`src/rtl/aespim_pkg.sv`:
```
// Shared definitions for the AES-PIM word accelerator and its key-expansion sequencer.
// Op codes are shared with the accelerator, so their encodings must not change.
package aespim_pkg;

   localparam int AES_NK        = 4;
   localparam int AES128_ROUNDS = 10;
   localparam int AES128_NW     = AES_NK * (AES128_ROUNDS + 1);

   typedef enum logic [2:0] {
      LD   = 3'd0,
      ST   = 3'd1,
      KEXR = 3'd2,
      KEX  = 3'd3
   } op_code_e;

   typedef enum logic [1:0] {
      IDLE = 2'd0,
      LOAD = 2'd1,
      EMIT = 2'd2,
      DONE = 2'd3
   } kexp_state_e;

   // Expansion op for emitted word 'step'; the last NK starts only drain the pipeline.
   function automatic op_code_e kexp_op(input logic [5:0] step);
      if (step >= 6'(AES_NK * AES128_ROUNDS))
         return ST;
      else if (step[1:0] == 2'd0)
         return KEXR;
      else
         return KEX;
   endfunction

endpackage

```
`src/rtl/aespim_kexp_ctrl.sv`:
```
// AES-128 key-expansion sequencer: loads 4 key words into the accelerator, streams 44 round-key words.
// Optional backpressure counter enabled by defining AESPIM_KEXP_STALL_CNT_EN.
module aespim_kexp_ctrl
   import aespim_pkg::*;
#(
   parameter int NK      = AES_NK,
   parameter int ROUNDS  = AES128_ROUNDS,
   parameter int STALL_W = 16
) (
   input  logic               clk_i,
   input  logic               rst_ni,
   input  logic               clear_i,
   input  logic               key_valid_i,
   output logic               key_ready_o,
   input  logic [31:0]        key_data_i,
   output logic               rk_valid_o,
   input  logic               rk_ready_i,
   output logic [31:0]        rk_data_o,
   output logic [5:0]         rk_idx_o,
   output logic [3:0]         rcon_idx_o,
   output logic               busy_o,
   output logic               done_o,
   output logic               acc_start_o,
   output logic [2:0]         acc_op_o,
   output logic [31:0]        acc_data_o,
   input  logic [31:0]        acc_data_i,
   output logic [STALL_W-1:0] stall_cnt_o
);

   localparam int NW = NK * (ROUNDS + 1);

   kexp_state_e state_reg, state_next;
   logic [1:0]  ld_cnt_reg;
   logic [5:0]  step_reg;
   logic        key_fire;
   logic        rk_fire;
   logic        last_beat;
   logic        last_word;

   // key_ready_o already excludes clear_i; a clear cycle never counts as a handshake.
   assign key_fire  = key_valid_i & key_ready_o;
   assign rk_fire   = rk_valid_o & rk_ready_i & ~clear_i;
   assign last_beat = (ld_cnt_reg == 2'(NK - 1));
   assign last_word = (step_reg == 6'(NW - 1));

   always_ff @(posedge clk_i or negedge rst_ni) begin
      if (!rst_ni) begin
         state_reg  <= IDLE;
         ld_cnt_reg <= '0;
         step_reg   <= '0;
      end else begin
         state_reg <= state_next;
         if (clear_i) begin
            ld_cnt_reg <= '0;
            step_reg   <= '0;
         end else begin
            if (key_fire)
               ld_cnt_reg <= last_beat ? 2'd0 : ld_cnt_reg + 2'd1;
            if (rk_fire)
               step_reg <= last_word ? 6'd0 : step_reg + 6'd1;
         end
      end
   end

   always_comb begin
      state_next = state_reg;
      if (clear_i) begin
         state_next = IDLE;
      end else begin
         case (state_reg)
            IDLE, LOAD: if (key_fire) state_next = last_beat ? EMIT : LOAD;
            EMIT:       if (rk_fire && last_word) state_next = DONE;
            DONE:       state_next = IDLE;
            default:    state_next = IDLE;
         endcase
      end
   end

   always_comb begin
      key_ready_o = 1'b0;
      acc_start_o = 1'b0;
      acc_op_o    = LD;
      acc_data_o  = '0;
      rk_valid_o  = 1'b0;
      rk_data_o   = '0;
      rk_idx_o    = '0;
      done_o      = 1'b0;
      busy_o      = (state_reg != IDLE);
      rcon_idx_o  = step_reg[5:2];
      case (state_reg)
         IDLE, LOAD: begin
            key_ready_o = ~clear_i;
            acc_data_o  = key_data_i;
            acc_start_o = key_valid_i & ~clear_i;
         end
         EMIT: begin
            rk_valid_o  = 1'b1;
            rk_data_o   = acc_data_i;
            rk_idx_o    = step_reg;
            acc_op_o    = kexp_op(step_reg);
            // Shifting only on handshake keeps acc_data_i (and rk_data_o) frozen while stalled.
            acc_start_o = rk_ready_i & ~clear_i;
         end
         DONE:    done_o = 1'b1;
         default: ;
      endcase
   end

`ifdef AESPIM_KEXP_STALL_CNT_EN
   logic [STALL_W-1:0] stall_cnt_reg;

   always_ff @(posedge clk_i or negedge rst_ni) begin
      if (!rst_ni)
         stall_cnt_reg <= '0;
      else if (clear_i || (state_reg != EMIT && state_next == EMIT))
         stall_cnt_reg <= '0;
      else if (rk_valid_o && !rk_ready_i && stall_cnt_reg != '1)
         stall_cnt_reg <= stall_cnt_reg + 1'b1;
   end

   assign stall_cnt_o = stall_cnt_reg;
`else
   assign stall_cnt_o = '0;
`endif

endmodule

```
`config.mk`:
```
export PLATFORM = sky130hd
export DESIGN_NAME = aespim_kexp_ctrl
export DESIGN_NICKNAME = d
export VERILOG_FILES = /design/src/rtl/aespim_pkg.sv /design/src/rtl/aespim_kexp_ctrl.sv
export SDC_FILE = /design/constraint.sdc
export NUM_CORES = 1
export LEC_CHECK = 0
export ABC_AREA = 0
export BUFFER_PORTS_ARGS = -buffer_cell sky130_fd_sc_hd__buf_2
export CORE_ASPECT_RATIO = 1.5
export CORE_UTILIZATION = 28
export CTS_BUF_LIST = sky130_fd_sc_hd__clkbuf_8 sky130_fd_sc_hd__clkbuf_16
export DETAILED_ROUTE_END_ITERATION = 6
export PLACE_DENSITY_LB_ADDON = 0.3
export SYNTH_ARGS = -nofsm -noshare
export SYNTH_HDL_FRONTEND = slang
export SYNTH_SLANG_ARGS = --single-unit
```
`constraint.sdc`:
```
create_clock -name clk_i -period 1.47 [get_ports clk_i]
set_input_delay 0.294 -clock clk_i [delete_from_list [all_inputs] [get_ports clk_i]]
set_output_delay 0.294 -clock clk_i [all_outputs]
set_load 0.02 [all_outputs]
```
==> results by group <==
Outcome
  • Status: complete, but fails checks
  • Failing checks: negative setup slack

Setup path
  • CP Class: flip-flop to primary output
  • Setup crit start kind: flip-flop
  • Critical Path AT: ~1300 ps
  • Worst reg2reg startpoint: state_reg[1]
  • Critical Path RT: roughly 1200 ps
  • Critical Path Sink Type: primary output
  • Crit Path Max Fanout: 9
  • CP startpoint: state_reg[1]

Place
  • PortBufs: 149
  • Placed insts: 353
  • Detailed Place HPWL: around 3600 microns
  • Placer Congestion: 0.817

Floorplan
  • Die area: between 0.004 and 0.005 sq mm
  • Chip height: slightly above 80 microns
  • Core Footprint: 0.00403 sq mm
  • Initial Util: 29.8%
  • Die Wd: 55.5 microns
  • Row count: 28
  • # IOs: between 150 and 200

Clocking
  • CTS tree: done
  • H-tree levels: 1
  • CTS sink cnt: 10
  • Total CTS buffers: 3
  • Worst-Skew Late Latency: about 250 ps
  • Clock-pin slew on the worst setup and hold paths: around 50 ps
  • Root Driver: clkbuf_8
  • Clock buffer depth: 2

Pwr
  • Leakage: about 1.6 nW
  • Power Density: around 410 mW/mm^2
  • Max VDD drop: roughly 0.00044 V

Yosys
  • Synth Area in XOR/XNOR: less than 1%
  • Synth area leader: dfrtp_1
  • Post-synthesis mux area share: less than 1%
  • Adder-cell share of the synthesized area: under 10%
  • Yosys warns: 0
  • Compound-Gate Fraction of Synth Area: 8.01%
  • Synthesized area: about 0.0012 sq mm
  • Post-synthesis sequential area ratio: a little over a fifth
  • Post-synth top area share: 20.8%
  • Largest cells by area after synthesis: dfrtp_1, and2_1, nor2b_1
  • Seq cells post-synth: 10
  • Largest family of logic cells by synthesized area: simple AND/OR/NAND/NOR gates
  • Synth Instances: 164
  • Simple logic cell fraction of the synthesized area: 49.0%
  • Syn_area_per_cell: 7.33 sq um
  • Synth unique cells: 28

Route
  • Post-DRT Antenna Nets: 0
  • Vias per inst: between 4 and 5
  • Remaining routing DRC violations: 0
  • Number of iterations in the first detailed-routing pass: 4
  • Via count: roughly 1800
  • WL final: around 5700 microns
  • Initial DRC count: 18
  • Routed WL per cell: 15.4 microns

STA
  • Final setup margin: -164 ps
  • Clk_skew: 2.14 ps
  • Pins Over Slew Limit: 0
  • Setup TNS: -7590 ps
  • Min cycle time layout: ~1600 ps
  • Highest Clock Rate: between 600 and 700 MHz
  • Final setup fails: 74
  • RSZ-0062 raised after global routing: true
  • Final period utilization: 111%
  • Final hold violations: 0
  • Hold slack: roughly 370 ps

Final layout
  • Fillers: around 270
  • Layout cells sized above 1: 72.6%
  • Largest register FFs: 6
  • Final Non-Filler Cells: between 300 and 400
  • Fin nets: 401
  • Final core occ: between 70 and 80%
  • Area grow syn2layout: 145%
  • Antenna Cells: 0

Global route
  • Initial antenna violation count: 0
  • First-pass GRT wire length: 6550 microns
  • Pin count of the biggest net entering global routing: 39
  • Total GRT Usage: a little under a fifth
  • GR Overflow Total: 0
  • Vias in the first global route: 1427

Min path
  • Hold_sp: key_valid_i
  • Worst hold path class: input pin to flip-flop

Run
  • Total of max-cap violations: 0
[critical path, cell delays in order (launching register included)]
cell and delay [ps]:
dfrtp_2 470, nand2b_4 120, inv_8 60, buf_6 130, and2_1 180, buf_6 130
[repair_timing]
item                                    CTS  global route
endpoints found under the hold margin    10             0
endpoints found under the setup margin   60            77
gates resized for setup                  69           146
buffers inserted                          5             3
pin swaps                                 2            26
hold buffers                              1             0
cloned                                    1             7
[cells in the mapped netlist (all sizes together)]
| library cell | instances |
|---|---|
| nand3b | 2 |
| mux2i | 1 |
| o211ai | 2 |
| or2 | 2 |
| a21oi | 9 |
| conb | 1 |
| xor2 | 1 |
| buf | 21 |
| clkbuf | 9 |
| nand2 | 8 |
| nand4bb | 1 |
| nand4b | 2 |
| a31oi | 2 |
| ha | 3 |
| and3b | 1 |
| or3 | 2 |
| or4 | 1 |
| nand3 | 1 |
| inv | 4 |
| o21ai | 3 |
| o221ai | 1 |
| nor2 | 5 |
| nand2b | 2 |
| and2 | 38 |
| nor2b | 32 |
| dfrtp | 10 |
[where the power goes]
group          leakage, nW  switching (W)  internal [W]
clock network       0.0288       0.000126      0.000237
logic                 1.40       0.000270      0.000275
registers            0.134      0.0000134      0.000289
total                 1.57       0.000410      0.000801
[final timing paths]
kind | endpoint | slack, ps | depth (start not counted)
worst max-delay path | rk_data_o[19] | -160 | 5
worst min-delay path | state_reg[1] | 370 | 3
worst max register to register | step_reg[4] | -40 | 5
worst min register to register | ld_cnt_reg[1] | 560 | 2
max in group asynchronous | state_reg[1] | 810 | 2
min in group asynchronous | step_reg[3] | 450 | 2
[logic make-up (layout without fill, tap and decap cells)]
logic type / count (synthesis) / count (layout)
XOR/XNOR: 1 / 1
flip-flops: 10 / 10
other: 1 / 17
multiplexers: 1 / 1
buffers and inverters: 34 / 182
AND/OR/NAND/NOR: 97 / 97
AO/OA/AOI/OAI: 17 / 17
adder cells (fa/ha/maj): 3 / 3
[cell type report]
class	count	area, sq um	area share, %
repair buffers	174	1500	51.0
flip-flops and latches	10	251	8.53
clock buffers	4	55.1	1.87
multi-input cells	136	1060	36.0
well taps	45	56.3	1.91
inverters	4	22.5	0.764
[metrics by stage]
stage          area [sq um]  setup WS (ps)  power [W]
6_report               2950           -164    0.00121
5_1_grt                2950           -217    0.00127
4_1_cts                2350           -169    0.00113
3_5_place_dp           2000           57.5   0.000704
3_3_place_gp           2000           70.7   0.000702
2_1_floorplan          1290           9.28   0.000559
[routing by layer]
| metal | GRT usage, % | up-vias | share of wire (%) |
|---|---|---|---|
| met1 | 18.1 | 785 | 31 |
| met3 | 4.67 | 17 | 9.7 |
| met2 | 37.6 | 145 | 56 |
| met5 | 0 | - | 0 |
| met4 | 6.00 | 0 | 3.8 |
| li1 | - | 819 | - |
[cell usage in the layout (no fill, tap or decap), types with 2 or more instances in the layout]
master     synthesis  layout
dfrtp_1           10       9
ha_1               3       3
nor2b_1           32      14
buf_4             21      28
nor2b_4            0      16
nand2b_4           0       2
or3_1              2       2
clkbuf_16          0       4
and2_1            38       8
o21ai_0            3       2
buf_6              0      63
conb_1             1      17
buf_2              0      73
nand2_1            8       8
inv_1              3       2
nor2b_2            0       2
clkbuf_8           0       4
and2_4             0      30
buf_12             0       4
nand3b_1           2       2
nor2_1             5       3
o211ai_1           2       2
a21oi_1            9       6
nand4b_1           2       2
a21oi_2            0       2
a31oi_1            2       2
No activity file was read; power rests on OpenSTA's default activity.
